==> src/rtl/count_sched_pkg.sv <==
// Shared definitions for the two-requester burst scheduler: FSM encoding,
// default burst-length width and the arbiter's pointer reset value.
package count_sched_pkg;

  localparam int LEN_W_DEF = 4;

  // Last-grant pointer starts at requester 1 so requester 0 wins the first tie.
  localparam logic LAST_GNT_RST = 1'b1;

  typedef enum logic [1:0] {
    IDLE   = 2'd0,
    ISSUE  = 2'd1,
    FINISH = 2'd2
  } state_e;

endpackage : count_sched_pkg

==> src/rtl/rr_arb2.sv <==
// Two-way round-robin arbiter: combinational grant, registered last-grant
// pointer updated only when the grant is actually taken.
module rr_arb2
  import count_sched_pkg::*;
(
  input  logic       clk,
  input  logic       reset,
  input  logic [1:0] req,
  input  logic       take,
  output logic       gnt_valid,
  output logic       gnt_id
);

  logic last_q, last_d;

  // NOTE: every signal driven from always_comb gets a default first, so no
  // path through the block leaves it unassigned and a latch is never inferred.
  always_comb begin
    gnt_valid = |req;
    gnt_id    = 1'b0;
    case (req)
      2'b01:   gnt_id = 1'b0;
      2'b10:   gnt_id = 1'b1;
      2'b11:   gnt_id = ~last_q;
      default: gnt_id = 1'b0;
    endcase
  end

  always_comb begin
    last_d = last_q;
    if (take && gnt_valid) begin
      last_d = gnt_id;
    end
  end

  // NOTE: state registers use non-blocking assignments so every flop samples
  // the pre-edge values; reset here is synchronous and takes priority.
  always_ff @(posedge clk) begin
    if (reset) begin
      last_q <= LAST_GNT_RST;
    end else begin
      last_q <= last_d;
    end
  end

endmodule : rr_arb2

==> src/rtl/count_sched.sv <==
// Burst scheduler: accepts a length from one of two requesters, issues that
// many enable strobes to the selected counter channel, then pulses Done.
module count_sched
  import count_sched_pkg::*;
#(
  parameter int LEN_W = LEN_W_DEF
) (
  input  logic             Clk,
  input  logic             Reset,
  input  logic             Req0_valid,
  input  logic [LEN_W-1:0] Req0_len,
  output logic             Req0_ready,
  input  logic             Req1_valid,
  input  logic [LEN_W-1:0] Req1_len,
  output logic             Req1_ready,
  input  logic             Hold,
  output logic             Cnt_en,
  output logic             Cnt_slt,
  output logic             Busy,
  output logic             Done,
  output logic             Done_id
);

  state_e           state_q, state_d;
  logic [LEN_W-1:0] remaining_q, remaining_d;
  logic             id_q, id_d;

  logic             gnt_valid;
  logic             gnt_id;
  logic             can_accept;
  logic             accept;
  logic [LEN_W-1:0] sel_len;

  rr_arb2 u_arb (
    .clk      (Clk),
    .reset    (Reset),
    .req      ({Req1_valid, Req0_valid}),
    .take     (accept),
    .gnt_valid(gnt_valid),
    .gnt_id   (gnt_id)
  );

  // Nothing is accepted in a reset cycle, so the handshake is masked too.
  assign can_accept = (state_q == IDLE) && !Reset;
  assign accept     = can_accept && gnt_valid;
  assign Req0_ready = accept && !gnt_id;
  assign Req1_ready = accept && gnt_id;
  assign sel_len    = gnt_id ? Req1_len : Req0_len;

  always_comb begin
    state_d     = state_q;
    remaining_d = remaining_q;
    id_d        = id_q;
    case (state_q)
      IDLE: begin
        if (accept) begin
          id_d = gnt_id;
          if (sel_len == '0) begin
            state_d = FINISH;
          end else begin
            remaining_d = sel_len;
            state_d     = ISSUE;
          end
        end
      end
      ISSUE: begin
        if (!Hold) begin
          // Saturating decrement: the counter never wraps below zero.
          if (remaining_q != '0) begin
            remaining_d = remaining_q - LEN_W'(1);
          end
          if (remaining_q <= LEN_W'(1)) begin
            state_d = FINISH;
          end
        end
      end
      FINISH: begin
        state_d = IDLE;
      end
      default: begin
        state_d = IDLE;
      end
    endcase
  end

  always_ff @(posedge Clk) begin
    if (Reset) begin
      state_q     <= IDLE;
      remaining_q <= '0;
      id_q        <= 1'b0;
    end else begin
      state_q     <= state_d;
      remaining_q <= remaining_d;
      id_q        <= id_d;
    end
  end

  // Outputs are decoded from the state register; Hold gates the strobe in the
  // same cycle and Reset forces everything quiet while it is asserted.
  always_comb begin
    Cnt_en  = 1'b0;
    Cnt_slt = 1'b0;
    Busy    = 1'b0;
    Done    = 1'b0;
    Done_id = 1'b0;
    if (!Reset) begin
      Busy = (state_q != IDLE);
      case (state_q)
        ISSUE: begin
          Cnt_en  = !Hold;
          Cnt_slt = !Hold && id_q;
        end
        FINISH: begin
          Done    = 1'b1;
          Done_id = id_q;
        end
        default: begin
          Cnt_en = 1'b0;
        end
      endcase
    end
  end

  a_one_ready : assert property (@(posedge Clk) !(Req0_ready && Req1_ready));
  a_slt_en    : assert property (@(posedge Clk) Cnt_slt |-> Cnt_en);
  a_legal_st  : assert property (@(posedge Clk) disable iff (Reset)
                                 state_q inside {IDLE, ISSUE, FINISH});

endmodule : count_sched

==> config.mk <==
export PLATFORM = sky130hd
export DESIGN_NAME = count_sched
export DESIGN_NICKNAME = d
export VERILOG_FILES = /design/src/rtl/count_sched_pkg.sv /design/src/rtl/rr_arb2.sv /design/src/rtl/count_sched.sv
export SDC_FILE = /design/constraint.sdc
export NUM_CORES = 1
export LEC_CHECK = 0
export BUFFER_PORTS_ARGS = -buffer_cell sky130_fd_sc_hd__buf_2
export CORE_UTILIZATION = 43
export CTS_BUF_LIST = sky130_fd_sc_hd__clkbuf_16
export CTS_CLUSTER_SIZE = 25
export DETAILED_ROUTE_END_ITERATION = 10
export GPL_TIMING_DRIVEN = 0
export PLACE_DENSITY = 0.81
export SYNTH_ARGS = -nofsm -noshare
export SYNTH_HDL_FRONTEND = slang
export SYNTH_SLANG_ARGS = --single-unit
==> constraint.sdc <==
create_clock -name Clk -period 1.5 [get_ports Clk]
set_input_delay 0.075 -clock Clk [delete_from_list [all_inputs] [get_ports Clk]]
set_output_delay 0.075 -clock Clk [all_outputs]
set_load 0.01 [all_outputs]
== Word-level counts from Yosys, hierarchy flattened ==
Cells that the tools add are included.

* Flip-flop bits (word level): 8
* Output and inout bits: 7
* Logic and storage cells: 55

* Magnitude comparators: 1
* Add/subtract/negate cells: 1
* Bitwise gates (word level): 1
* Equality and inequality tests: 9
* Reductions and logical operators: 18
* Multiplexer cells: 21

{| class="wikitable"
|+ Operators by type and width
! kind !! count
|-
| two-way mux 4 bit || 5
|-
| != test 2 bit, second input constant || 5
|-
| two-way mux 1 bit || 9
|-
| two-way mux 2 bit || 4
|-
| one-hot mux 4 bit (2 select lines) || 1
|-
| equality test 2 bit, second input constant || 3
|-
| logical AND 1 bit || 6
|-
| AND reduction 5 bit || 1
|-
| less-or-equal comparator 4 x 1 -> 1 bit, second input constant || 1
|-
| logical NOT 4 bit || 1
|-
| one-hot mux 2 bit (2 select lines) || 1
|-
| nonzero test 2 bit || 2
|-
| nonzero test 4 bit || 1
|-
| subtractor 4 x 1 -> 4 bit, second input constant || 1
|-
| logical NOT 1 bit || 3
|-
| AND reduction 3 bit || 1
|-
| equality test 2 x 1 -> 1 bit, second input constant || 1
|-
| logical NOT 2 bit || 1
|-
| one-hot mux 1 bit (2 select lines) || 1
|-
| AND reduction 2 bit || 1
|-
| OR reduction 2 bit || 1
|-
| inverter 1 bit || 1
|}

== Depth between registers and ports, before layout ==
Gate-level depths: netlist of run 1.

* Depth after elaboration: 7
* Mapped depth: 6

== Hierarchy ==
A second synthesis of run 1 with hierarchy kept.

* Cells, all modules: 77
* Area total of the unflattened synthesis: 623.1 µm²

{| class="wikitable"
|+ By module, submodules not included
! module !! cells an instance !! instances !! area each (µm²)
|-
| count_sched || 71 || 1 || 566.8
|-
| rr_arb2 || 6 || 1 || 56.3
|}

== Worst setup path before layout of run 1 ==
OpenSTA, ideal clock, no wires.

* Path type: flip-flop to flip-flop
* Start point: register u_arb.last_q
* End point: register state_q[0]
* Clock period less this slack: 1.619 ns
* Arrival: 1.519 ns
* Setup time: 0.100 ns
* Path buffers: 0
* Data required time: 1.400 ns
* Path slack: -0.119 ns
* Stages on the path, launching flop included: 5
* Cells stage by stage: dfxtp_1 a21boi_2 mux2_4 o31a_1 a2111oi_4

* Longest elaborated chain between the ends: 7

{| class="wikitable"
|+ RTL lines
! item !! line !! RTL
|-
| from (decl) || rr_arb2.sv:14 || <nowiki>logic last_q, last_d;</nowiki>
|-
| from (signal assigned) || rr_arb2.sv:42 || <nowiki>last_q <= last_d;</nowiki>
|-
| inverter 1 bit || rr_arb2.sv:24 || <nowiki>2'b11: gnt_id = ~last_q;</nowiki>
|-
| one-hot mux 1 bit (2 select lines) || rr_arb2.sv:21 || <nowiki>case (req)</nowiki>
|-
| two-way mux 4 bit || count_sched.sv:48 || <nowiki>assign sel_len = gnt_id ? Req1_len : Req0_len;</nowiki>
|-
| logical NOT 4 bit || count_sched.sv:58 || <nowiki>if (sel_len == '0) begin</nowiki>
|-
| two-way mux 2 bit || count_sched.sv:58 ||
|-
| two-way mux 2 bit || count_sched.sv:56 || <nowiki>if (accept) begin</nowiki>
|-
| one-hot mux 2 bit (2 select lines) || count_sched.sv:54 || <nowiki>case (state_q)</nowiki>
|-
| to (signal assigned) || count_sched.sv:92 || <nowiki>state_q <= state_d;</nowiki>
|-
| to (decl) || count_sched.sv:24 || <nowiki>state_e state_q, state_d;</nowiki>
|}

No other way between the ends. The select of a mux whose other input is x is not followed.
A chain may end at the register's enable or synchronous reset.

== Worst setup path in the final report of run 1 ==
* Start point: register remaining_q[0]
* End point: register remaining_q[3]

* Longest elaborated chain between the ends: 4

{| class="wikitable"
|+ RTL lines
! item !! line !! RTL
|-
| from (decl) || count_sched.sv:25 || <nowiki>logic [LEN_W-1:0] remaining_q, remaining_d;</nowiki>
|-
| from (signal assigned) || count_sched.sv:93 || <nowiki>remaining_q <= remaining_d;</nowiki>
|-
| subtractor 4 x 1 -> 4 bit || count_sched.sv:70 || <nowiki>remaining_d = remaining_q - LEN_W'(1);</nowiki>
|-
| two-way mux 4 bit || count_sched.sv:69 || <nowiki>if (remaining_q != '0) begin</nowiki>
|-
| two-way mux 4 bit || count_sched.sv:67 || <nowiki>if (!Hold) begin</nowiki>
|-
| one-hot mux 4 bit (2 select lines) || count_sched.sv:54 ||
|}

Parallel ways exist; a longest one is shown, timed or not. The select of a mux whose other input is x is not followed.

==> implementation parameters, run 1 <==
Parameter                              Value

Status
  Outcome ... finished clean

Worst setup path
  Cell depth of the worst setup path ... 6
  Startpoint-to-endpoint class of the critical path ... flop to flop
  R2R Path Start ... remaining_q[0]$_SDFFE_PP0P_
  Launch point of the worst path ... remaining_q[0]$_SDFFE_PP0P_
  Reg-to-reg critical path endpoint ... remaining_q[3]$_SDFFE_PP0P_
  Worst Setup EP ... remaining_q[3]$_SDFFE_PP0P_
  Endpoint arrival time on the critical path ... 1.64 ns
  Ordered list of cells on the worst path ... inv_2, ha_4, or4bb_1, inv_1, a211o_4, mux2i_1
  Slowest cell on crit path ... or4bb_1
  Crit-path max cell delay ... 0.45 ns
  Crit path launch type ... flop
  Worst reg-to-reg path cell count ... 6
  Reg-to-reg setup timing slack ... 0.02 ns
  Required arrival time at the worst endpoint ... 1.66 ns
  Maximum fanout count along the critical path ... 4
  Count of buffering cells on the critical path with inverters included ... 2
  Top delay family on crit path ... simple AND/OR/NAND/NOR gates
  Category of the worst setup path capture point ... flop

Synthesis
  Post-synthesis sequential element count ... 8
  Part of the Yosys area used for sequential elements ... 25.5%
  Top cells by area in the synthesized netlist ... dfxtp_1, mux2i_1, a211o_1, nor2_1, a2111oi_4
  Mean instance size in the synthesized netlist ... 8.36 µm²
  Prevailing post-synth register cell ... dfxtp_1
  Proportion of netlist area held by the largest area contributor ... 25.5%
  Post-Synthesis Net Count ... 90
  Yosys top cell by area ... dfxtp_1
  Number of enable flip-flop cells after synthesis ... 0
  Synthesized cell area ... 627 µm²
  Number of distinct library cells after synthesis ... 29
  Post-Syn Instances ... 75
  Async SR Flop Fraction ... 0%
  Syn. warnings ... 0

Floorplan
  Overall die width ... 40.2 µm
  Height of the chip ... 40.2 µm
  Standard cell core area ... 1330 µm²
  # rows ... 13
  Number of primary I/O pins ... 20
  Starting density of the core ... 47.0%
  Die Outline Area ... 1610 µm²

STA
  Worst rel slew slack ... 62.2%
  Final-report max-slew violation count ... 0
  Tightest Pin Transition ... 0.568 ns
  RSZ-0062 raised after global routing ... yes
  Achievable clock frequency ... 676 MHz
  Final setup fails ... 0
  Layout Skew ... 0.000515 ns
  Fin. Hold Viols ... 0
  Worst Hold Margin ... 0.182 ns
  Minimum clock period after layout ... 1.48 ns
  Fraction of the cycle the final worst path needs ... 98.6%

Worst hold path
  Worst Hold Class ... input port to flop

Clocking
  Number of sinks handled by clock tree synthesis ... 8
  Number of buffers created by CTS ... 3
  Clk slew on worst S/H paths ... 0.04 ns
  Clock root cell ... clkbuf_16
  Number of buffers on the longest clock path ... 2
  CTS tree ... built
  Clock latency on the worst-skew pair ... 0.23 ns
  H-Tree Depth ... 1
  Cts hold-fix bufs ... 0

Drt
  Total Routed Length ... 1770 µm
  Vias after detailed routing ... 676
  Iteration-0 DRC Markers ... 29
  DR WL/cell ... 15.2 µm
  Residual DRC ... 0
  Ratio of routed vias to standard cells ... 5.83
  Number of detailed-route iterations in the first pass ... 4
  Number of nets still failing antenna checks after routing ... 0

Global route
  Grt ovf ... 0
  Global-route wire length before repair ... 2550 µm
  Antenna violations before repair ... 0
  GRT Resource Usage Total ... 24.0%
  Number of global-route vias before repair ... 572
  Pin count of the biggest net entering global routing ... 11

Placement
  Cells after DPL ... 108
  Port-buffer cells ... 18
  Routability congestion estimate from global placement ... 0.744
  Half-perimeter wire length after detailed placement ... 1080 µm

Cells and area
  # diodes ... 0
  Final net count ... 118
  Final standard cell utilization of the core ... 68.0%
  Synthesis-to-finish area growth ... 44.7%
  Final instance count without filler cells ... 116
  Layout cell share with drive strength beyond 1 ... 45.5%
  Filler Cells Inserted ... 100

Pwr
  Lkg Pwr ... 0.409 nW
  Worst vdd rail ir drop ... 0.966 mV
  Power density over the cells ... 1170 nW/µm²

Flow run
  Count of maximum capacitance violations ... 0
[worst register-to-register path: cells and delay by family (launching register included)]
family                     cells  cell delay (ns)
DFF                            1             0.34
and+or+nand+nor                1             0.45
adders and majority gates      1             0.12
buffers and inverters          2             0.17
AOI/OAI and AO/OA              1             0.14
muxes                          1             0.19
[report_power, final]
| part | switching [mW] | total (mW) | internal, mW |
|---|---|---|---|
| clock | 0.112 | 0.456 | 0.344 |
| sequential | 0.0327 | 0.277 | 0.244 |
| combinational | 0.167 | 0.327 | 0.160 |
| total | 0.311 | 1.06 | 0.749 |
[state kept, by name, summed over array words and instances, names as in the netlist]
register	count
id_q	1
state_q	2
u_arb.last_q	1
remaining_q	4
[worst min-delay path by stage]
stage                              to  depth (start not counted)       start  slack, ns
global placement    id_q$_SDFFE_PP0P_                          3  Req1_valid       0.40
global route        id_q$_SDFFE_PP0P_                          3  Req1_valid       0.21
CTS                 id_q$_SDFFE_PP0P_                          3  Req1_valid       0.18
floorplan                      Cnt_en                          1        Hold       0.21
detailed placement  id_q$_SDFFE_PP0P_                          3  Req1_valid       0.41
finish              id_q$_SDFFE_PP0P_                          3  Req1_valid       0.18
[synth_stat cells (2+ instances only)]
master    number
dfxtp_1        8
nor2_1         8
inv_1          5
mux2i_1        5
a211o_1        4
nand2_1        4
nand2b_1       4
nor3_1         4
a21oi_1        3
clkbuf_1       3
nor4_1         3
o21ai_0        3
and2_1         2
ha_1           2
mux2_2         2
o31a_1         2
[logic make-up (layout without fill, tap and decap cells)]
logic type	Yosys count	in the layout	share of synthesized area, %
fa+ha+maj	2	2	3.99
mux	8	8	14.0
simple gates	29	29	24.4
buf+inv	8	34	4.79
flops	8	8	25.5
compound gates	20	20	27.3
[per-layer routing]
metal / up-vias / wire length [µm] / global-route usage [%] / part of all wire [%]
met3: 0 / 72 / 8.33 / 4.1
met2: 21 / 868 / 38.3 / 49
met1: 323 / 826 / 31.0 / 47
met5: - / 0 / 0 / 0
met4: 0 / 0 / 5.00 / 0
li1: 332 / - / - / -
[stage by stage]
step | TNS [ns] | total power [mW] | area, µm² | setup WS [ns]
floorplan | -0.0182 | 0.457 | 638 | -0.00607
global placement | -0.469 | 0.514 | 747 | -0.123
detailed placement | -0.510 | 0.523 | 747 | -0.148
CTS | -0.0411 | 1.03 | 885 | -0.0367
global route | -0.263 | 1.11 | 907 | -0.0985
finish | 0 | 1.06 | 907 | 0.0216
[placed cells by master (no fill, tap or decap), types with 3 or more instances in the layout]
cell type | netlist | layout
dfxtp_2 | 0 | 3
mux2i_1 | 5 | 5
dfxtp_1 | 8 | 4
buf_4 | 0 | 6
a211o_1 | 4 | 3
a21oi_1 | 3 | 3
nand2_1 | 4 | 4
clkbuf_16 | 0 | 3
inv_1 | 5 | 3
nor4_1 | 3 | 3
o21ai_0 | 3 | 3
nand2b_1 | 4 | 3
nor2_1 | 8 | 6
nor3_1 | 4 | 3
buf_2 | 0 | 18
[cell type report]
cell class                 instances  area [µm²]  share of cell area, %
inverter                           5        18.8                   2.07
tap                               15        18.8                   2.07
clock buffer                       3        75.1                   8.28
multi-input combinational         59         484                   53.4
buffer                             2        7.51                  0.828
sequential                         8         168                   18.5
timing repair buffer              24         135                   14.9
[timing repair]
item	in CTS	in global routing
resized for setup	9	4
pin swaps	3	1
setup buffers	6	0
setup endpoints to repair	6	5
(Power assumes the default switching activity.)
==> run 2, diff against run 1 <==
--- a/config.mk
+++ b/config.mk
@@ -5,8 +5,9 @@
 export SDC_FILE = /design/constraint.sdc
 export NUM_CORES = 1
 export LEC_CHECK = 0
+export ABC_AREA = 1
 export BUFFER_PORTS_ARGS = -buffer_cell sky130_fd_sc_hd__buf_2
-export CORE_UTILIZATION = 43
+export CORE_UTILIZATION = 44
 export CTS_BUF_LIST = sky130_fd_sc_hd__clkbuf_16
 export CTS_CLUSTER_SIZE = 25
 export DETAILED_ROUTE_END_ITERATION = 10
==> run 2 against run 1 <==
Against the previous run:
- global-route usage is 0.70 points higher
- wire length is 6.6% lower
- clock skew about the same
- critical path depth fell by 1
- synthesized area increased by 8.8%
- via count increased by 12%
- register-to-register slack better by 0.11 ns
- die area increased by 6.0%
- total power rose by 62%
- highest routed layer is now met4
==> implementation parameters, run 2 <==
Parameter                              Value

Cells and area
  Filler Cells Inserted ... 126 (+26%)
  Top flop regs ... remaining_q: 4 flops, state_q: 2 flops
  # diodes ... 0 (unchanged)
  Flip-flop count of the largest register, all copies and words added ... 4 (unchanged)
  Final instance count without filler cells ... 142 (+22%)
  Largest register by flop count ... remaining_q
  Synthesis-to-finish area growth ... 29.4%
  Top library cells by usage in the layout, fill and taps aside ... nand2_1, buf_2, inv_1, nor2_1, nand3_1
  Design Area, Final ... 882 µm² (-2.8%)
  Final net count ... 144 (+22%)
  Leading cell type in the layout, fill and taps excluded ... nand2_1
  Layout cell share with drive strength beyond 1 ... 33.9% (-12 points)

Floorplan
  Standard cell core area ... 1370 µm² (+2.4%)
  Height of the chip ... 41.4 µm (+2.9%)
  Number of primary I/O pins ... 20 (unchanged)
  Starting density of the core ... 49.9% (+2.9 points)
  Overall die width ... 41.4 µm (+2.9%)
  # rows ... 13 (unchanged)
  Die Outline Area ... 1710 µm² (+6.0%)

STA
  Final setup fails ... 0 (unchanged)
  Layout Skew ... 0.000290 ns (-0.000225 ns)
  Worst Hold Margin ... 0.0898 ns (-0.0926 ns)
  Worst rel slew slack ... 77.4% (+15 points)
  Minimum clock period after layout ... 1.39 ns (-0.0908 ns)
  RSZ-0062 raised after global routing ... yes
  Tightest Pin Transition ... 0.338 ns (-0.229 ns)
  Worst setup slack after layout ... 0.112 ns (+0.0908 ns)
  Fin. Hold Viols ... 0 (unchanged)
  Final-report max-slew violation count ... 0 (unchanged)
  Sum of negative setup slack ... 0 ns (unchanged)
  Achievable clock frequency ... 721 MHz (+6.5%)
  Fraction of the cycle the final worst path needs ... 92.5% (-6.1 points)

Drt
  Number of detailed-route iterations in the first pass ... 4 (unchanged)
  Ratio of routed vias to standard cells ... 5.35 (-8.2%)
  Residual DRC ... 0 (unchanged)
  Number of nets still failing antenna checks after routing ... 0 (unchanged)
  Total Routed Length ... 1650 µm (-6.6%)
  Vias after detailed routing ... 760 (+12%)
  Iteration-0 DRC Markers ... 16 (-45%)
  DR WL/cell ... 11.6 µm (-24%)

Synthesis
  Post-synthesis sequential element count ... 8 (unchanged)
  Syn. warnings ... 0 (unchanged)
  Proportion of netlist area held by the largest area contributor ... 23.5% (-2.1 points)
  Synth cell count leaders ... nand2_1, inv_1, nand3_1, nor2_1, dfxtp_1
  Mean instance size in the synthesized netlist ... 6.43 µm² (-23%)
  Cell with the most instances after synthesis ... nand2_1
  Post-Synthesis Net Count ... 121 (+34%)
  Prevailing post-synth register cell ... dfxtp_1
  Number of distinct library cells after synthesis ... 25 (-14%)
  Part of the Yosys area used for sequential elements ... 23.5% (-2.1 points)
  Yosys top cell by area ... dfxtp_1
  Top cells by area in the synthesized netlist ... dfxtp_1, nand2_1, nand3_1, inv_1, nor2_1
  Async SR Flop Fraction ... 0% (unchanged)
  Synthesized cell area ... 682 µm² (+8.8%)
  Post-Syn Instances ... 106 (+41%)
  Number of enable flip-flop cells after synthesis ... 0 (unchanged)

Worst setup path
  Maximum fanout count along the critical path ... 7 (+3)
  Required arrival time at the worst endpoint ... 1.42 ns (-0.24 ns)
  Crit-path max cell delay ... 0.29 ns (-0.16 ns)
  Startpoint-to-endpoint class of the critical path ... flop to primary output
  Endpoint arrival time on the critical path ... 1.31 ns (-0.33 ns)
  Worst reg-to-reg path cell count ... 8 (+2)
  Slowest cell on crit path ... dfxtp_1
  Ordered list of cells on the worst path ... buf_4, nor3_4, nand2_1, a21oi_2, buf_2
  Category of the worst setup path capture point ... primary output
  Crit path launch type ... flop

Pwr
  Power density over the cells ... 1940 nW/µm² (+66%)
  Lkg Pwr ... 0.449 nW (+10%)
  Worst vdd rail ir drop ... 1.05 mV (+8.4%)

Clocking
  Clk slew on worst S/H paths ... 0.04 ns (about the same)
  Cts hold-fix bufs ... 0 (unchanged)
  Number of sinks handled by clock tree synthesis ... 8 (unchanged)
  H-Tree Depth ... 1 (unchanged)
  Number of buffers created by CTS ... 3 (unchanged)
  Cts repair resizes ... 1 (-8)
  Post-CTS setup buffer count ... 0 (-6)
  Clock root cell ... clkbuf_16
  Number of buffers on the longest clock path ... 2 (unchanged)
  Clock latency on the worst-skew pair ... 0.23 ns (about the same)
  CTS tree ... built

Placement
  Cell area after placement ... 791 µm² (+5.9%)
  Half-perimeter wire length after detailed placement ... 1160 µm (+8.0%)
  Routability congestion estimate from global placement ... 0.853 (+15%)
  Port-buffer cells ... 18 (unchanged)
  Cells after DPL ... 139 (+29%)
  Setup slack at placement ... 0.152 ns (+0.300 ns)

Global route
  Number of global-route vias before repair ... 667 (+17%)
  Antenna violations before repair ... 0 (unchanged)
  GRT Resource Usage Total ... 24.7% (+0.70 points)
  Pin count of the biggest net entering global routing ... 11 (unchanged)
  Grt ovf ... 0 (unchanged)
  Global-route wire length before repair ... 2670 µm (+4.6%)

Worst hold path
  Worst Hold Class ... input port to flop
  Worst Hold Path Cells ... 2 (-1)

Status
  Outcome ... finished clean

Flow run
  Count of maximum capacitance violations ... 0 (unchanged)
[run 2: per-stage QoR]
step                util, %  power (mW)
CTS                    63.7        1.68
floorplan                 -        1.04
finish                 64.6        1.71
global placement       57.9        1.19
detailed placement     57.9        1.21
global route           64.6        1.86
[run 2: cell families (layout without fill, tap and decap cells)]
logic type | count (synthesis) | count (layout) | synth area share, %
simple gates | 69 | 69 | 52.1
xor+xnor | 1 | 1 | 1.28
compound gates | 11 | 11 | 10.1
flops | 8 | 8 | 23.5
buf+inv | 15 | 36 | 9.36
fa+ha+maj | 2 | 2 | 3.67
[run 2: power by group]
group / switching [mW] / internal (mW)
Sequential: 0.0537 / 0.289
Combinational: 0.568 / 0.347
Clock: 0.112 / 0.344
Total: 0.733 / 0.980
[run 2: critical path: cells and delay by family, from the launching register on]
kind            cells  cell delay [ns]
compound gates      1             0.14
buf+inv             2             0.31
flops               1             0.29
simple gates        2             0.34
[run 2: final cells by class]
class	instances	area, µm²	area share (%)
timing repair buffer	18	90.1	10.2
inverter	13	48.8	5.53
multi-input combinational	83	473	53.6
clock buffer	3	75.1	8.51
buffer	2	15.0	1.70
sequential	8	161	18.3
tap	15	18.8	2.13
[run 2: per-layer routing]
layer	vias up	share of wire, %	track usage [%]
met5	-	0	0
li1	393	-	-
met4	0	1.8	12.1
met1	348	46	28.9
met3	5	4.2	6.38
met2	14	48	41.4
[run 2: worst paths after layout]
path	from	to	slack, ns
max reg2reg	remaining_q[0]$_SDFFE_PP0P_	remaining_q[2]$_SDFFE_PP0P_	0.13
min reg2reg	u_arb.last_q$_SDFFE_PP1P_	u_arb.last_q$_SDFFE_PP1P_	0.46
max	state_q[0]$_SDFFE_PP0P_	Req0_ready	0.11
min	Reset	state_q[1]$_SDFFE_PP0P_	0.09
==> run 3, diff against run 2 <==
==> constraint.sdc (replaced) <==
create_clock -name Clk -period 1.5 [get_ports Clk]
set_input_delay 0.225 -clock Clk [delete_from_list [all_inputs] [get_ports Clk]]
set_output_delay 0.225 -clock Clk [all_outputs]
set_load 0.01 [all_outputs]
==> run 3 against run 2 <==
Against the previous run:
- sequential power about the same
- die area unchanged
- final cell count up 2.1%
- maximum frequency down 5.3%
- core utilization up 2.2 points
- worst hold slack better by 0.15 ns
- setup slack worse by 0.077 ns
- critical path depth unchanged
- via count up 1.6%
- flip-flop and latch count unchanged
- non-clock buffer count up 3
- largest cell class unchanged
==> implementation parameters, run 3 (same netlist as run 2, synthesis figures left out) <==
Parameter                              Value

Clocking
  Cts hold-fix bufs ... 0 (unchanged)
  H-Tree Depth ... 1 (unchanged)
  Clk slew on worst S/H paths ... 0.04 ns (about the same)
  Clock root cell ... clkbuf_16
  Number of sinks handled by clock tree synthesis ... 8 (unchanged)
  Clock latency on the worst-skew pair ... 0.23 ns (about the same)
  Number of buffers on the longest clock path ... 2 (unchanged)
  Number of buffers created by CTS ... 3 (unchanged)
  CTS tree ... built

Worst setup path
  Reg-to-reg critical path endpoint ... remaining_q[3]$_SDFFE_PP0P_
  Launch point of the worst path ... state_q[0]$_SDFFE_PP0P_
  Cell depth of the worst setup path ... 5 (unchanged)
  Required arrival time at the worst endpoint ... 1.27 ns (-0.15 ns)
  Crit-path max cell delay ... 0.29 ns (about the same)
  Slowest cell on crit path ... dfxtp_1
  Worst reg-to-reg path cell count ... 8 (unchanged)
  Maximum fanout count along the critical path ... 7 (unchanged)
  Category of the worst setup path capture point ... primary output
  Ordered list of cells on the worst path ... buf_4, nor3_4, nand2_2, a21oi_2, buf_2
  Endpoint arrival time on the critical path ... 1.24 ns (-0.07 ns)
  Startpoint-to-endpoint class of the critical path ... flop to primary output
  Crit path launch type ... flop
  Reg-to-reg setup timing slack ... 0.11 ns (-0.02 ns)
  Worst Setup EP ... Req0_ready
  Count of buffering cells on the critical path with inverters included ... 2 (unchanged)
  R2R Path Start ... remaining_q[0]$_SDFFE_PP0P_
  Top delay family on crit path ... buffers and inverters

Flow run
  Count of maximum capacitance violations ... 0 (unchanged)

Drt
  Number of nets still failing antenna checks after routing ... 0 (unchanged)
  Total Routed Length ... 1730 µm (+4.8%)
  Vias after detailed routing ... 772 (+1.6%)
  Ratio of routed vias to standard cells ... 5.32 (-0.52%)
  Number of detailed-route iterations in the first pass ... 5 (+1)
  Residual DRC ... 0 (unchanged)
  Iteration-0 DRC Markers ... 10 (-6)
  DR WL/cell ... 11.9 µm (+2.7%)

Pwr
  Total power ... 1.76 mW (+3.0%)
  Power density over the cells ... 1930 nW/µm² (-0.43%)
  Part of the total power dissipated in combinational logic ... 54.7% (+1.3 points)
  Switching Share ... 42.6% (-0.15 points)
  Worst vdd rail ir drop ... 1.05 mV (-0.11%)
  Relative contribution of the clock network to total power ... 25.8% (-0.8 points)
  Net load switching power ... 0.752 mW (+2.6%)
  Sequential fraction of design power ... 19.5% (-0.5 points)
  Internal Power ... 1.01 mW (+3.2%)
  Lkg Pwr ... 0.464 nW (+3.3%)

Cells and area
  Leading cell type in the layout, fill and taps excluded ... nand2_1
  # diodes ... 0 (unchanged)
  Largest register by flop count ... remaining_q
  Synthesis-to-finish area growth ... 33.8%
  Layout cell share with drive strength beyond 1 ... 37.7% (+3.8 points)
  Final net count ... 147 (+2.1%)
  Flip-flop count of the largest register, all copies and words added ... 4 (unchanged)
  Top library cells by usage in the layout, fill and taps aside ... nand2_1, buf_2, inv_1, nand3_1, nor2_1
  Filler Cells Inserted ... 123 (-2.4%)
  Top flop regs ... remaining_q: 4 flops, state_q: 2 flops

Floorplan
  Number of primary I/O pins ... 20 (unchanged)
  Standard cell core area ... 1370 µm² (unchanged)
  # rows ... 13 (unchanged)
  Height of the chip ... 41.4 µm (unchanged)
  Overall die width ... 41.4 µm (unchanged)
  Starting density of the core ... 49.9% (unchanged)
  Die Outline Area ... 1710 µm² (unchanged)

Global route
  Grt ovf ... 0 (unchanged)
  Antenna violations before repair ... 0 (unchanged)
  Global-route wire length before repair ... 2700 µm (+1.3%)
  Number of global-route vias before repair ... 668 (+0.15%)
  Pin count of the biggest net entering global routing ... 11 (unchanged)
  GRT Resource Usage Total ... 25.1% (+0.44 points)

STA
  Fin. Hold Viols ... 0 (unchanged)
  Tightest Pin Transition ... 0.346 ns (+0.00747 ns)
  Worst rel slew slack ... 76.9% (-0.50 points)
  Achievable clock frequency ... 683 MHz (-5.3%)
  Final-report max-slew violation count ... 0 (unchanged)
  Fraction of the cycle the final worst path needs ... 97.6% (+5.1 points)
  Minimum clock period after layout ... 1.46 ns (+0.0771 ns)
  Final setup fails ... 0 (unchanged)
  Layout Skew ... 0.000613 ns (+0.000322 ns)
  Sum of negative setup slack ... 0 ns (unchanged)
  Worst Hold Margin ... 0.243 ns (+0.153 ns)

Placement
  Half-perimeter wire length after detailed placement ... 1160 µm (unchanged)
  Routability congestion estimate from global placement ... 0.853 (unchanged)
  Port-buffer cells ... 18 (unchanged)

Status
  Outcome ... finished clean

Worst hold path
  Worst Hold Class ... input port to flop
[run 3: changes by cell type in the layout (fill, tap and decap cells not counted)]
cell and change:
nor2_2 +1, nor2_1 -1, buf_4 +3, nand2_2 +2, nand2_1 -2
[run 3: timing repair]
| action | CTS | global route |
|---|---|---|
| pin swaps | 1 | 1 |
| buffers inserted | 0 | 3 |
| setup endpoints to repair | 2 | 7 |
| resized for setup | 4 | 3 |
[run 3: final cells by class]
| class | count | area [µm²] | share of cell area [%] |
|---|---|---|---|
| buffer | 2 | 15.0 | 1.65 |
| tap | 15 | 18.8 | 2.06 |
| inverter | 13 | 48.8 | 5.35 |
| sequential | 8 | 161 | 17.7 |
| timing repair buffer | 21 | 113 | 12.3 |
| clock buffer | 3 | 75.1 | 8.23 |
| multi-input combinational | 83 | 480 | 52.7 |
[run 3: power groups by stage]
stage,clock network [mW],registers [mW],logic (mW)
after global placement,0,0.341,0.846
after global routing,0.470,0.354,1.08
after floorplan,0,0.329,0.714
after CTS,0.458,0.340,0.910
after detailed placement,0,0.340,0.868
final,0.454,0.344,0.965
[run 3: how the worst min path moves through the flow]
stage	from	to	slack, ns	cells past startpoint
final	Reset	state_q[1]$_SDFFE_PP0P_	0.24	2
after global routing	Reset	state_q[1]$_SDFFE_PP0P_	0.25	2
after CTS	Reset	state_q[1]$_SDFFE_PP0P_	0.25	2
after detailed placement	u_arb.last_q$_SDFFE_PP1P_	u_arb.last_q$_SDFFE_PP1P_	0.46	2
after global placement	u_arb.last_q$_SDFFE_PP1P_	u_arb.last_q$_SDFFE_PP1P_	0.45	2
after floorplan	Req1_valid	id_q$_SDFFE_PP0P_	0.43	2
[run 3: metrics by stage]
stage	area [µm²]	setup WS, ns	utilization (%)	instances
final	912	0.0353	66.8	145
after global routing	912	-0.0118	66.8	145
after CTS	883	0.00755	64.7	142
after detailed placement	791	0.0940	57.9	139
after global placement	791	0.0889	57.9	139
after floorplan	682	0.223	-	106
[run 3: per-layer routing]
metal	up-vias	global-route usage, %	part of all wire [%]
met3	5	6.38	4.6
li1	402	-	-
met4	0	12.1	1.6
met5	-	0	0
met2	18	42.6	49
met1	347	29.3	45
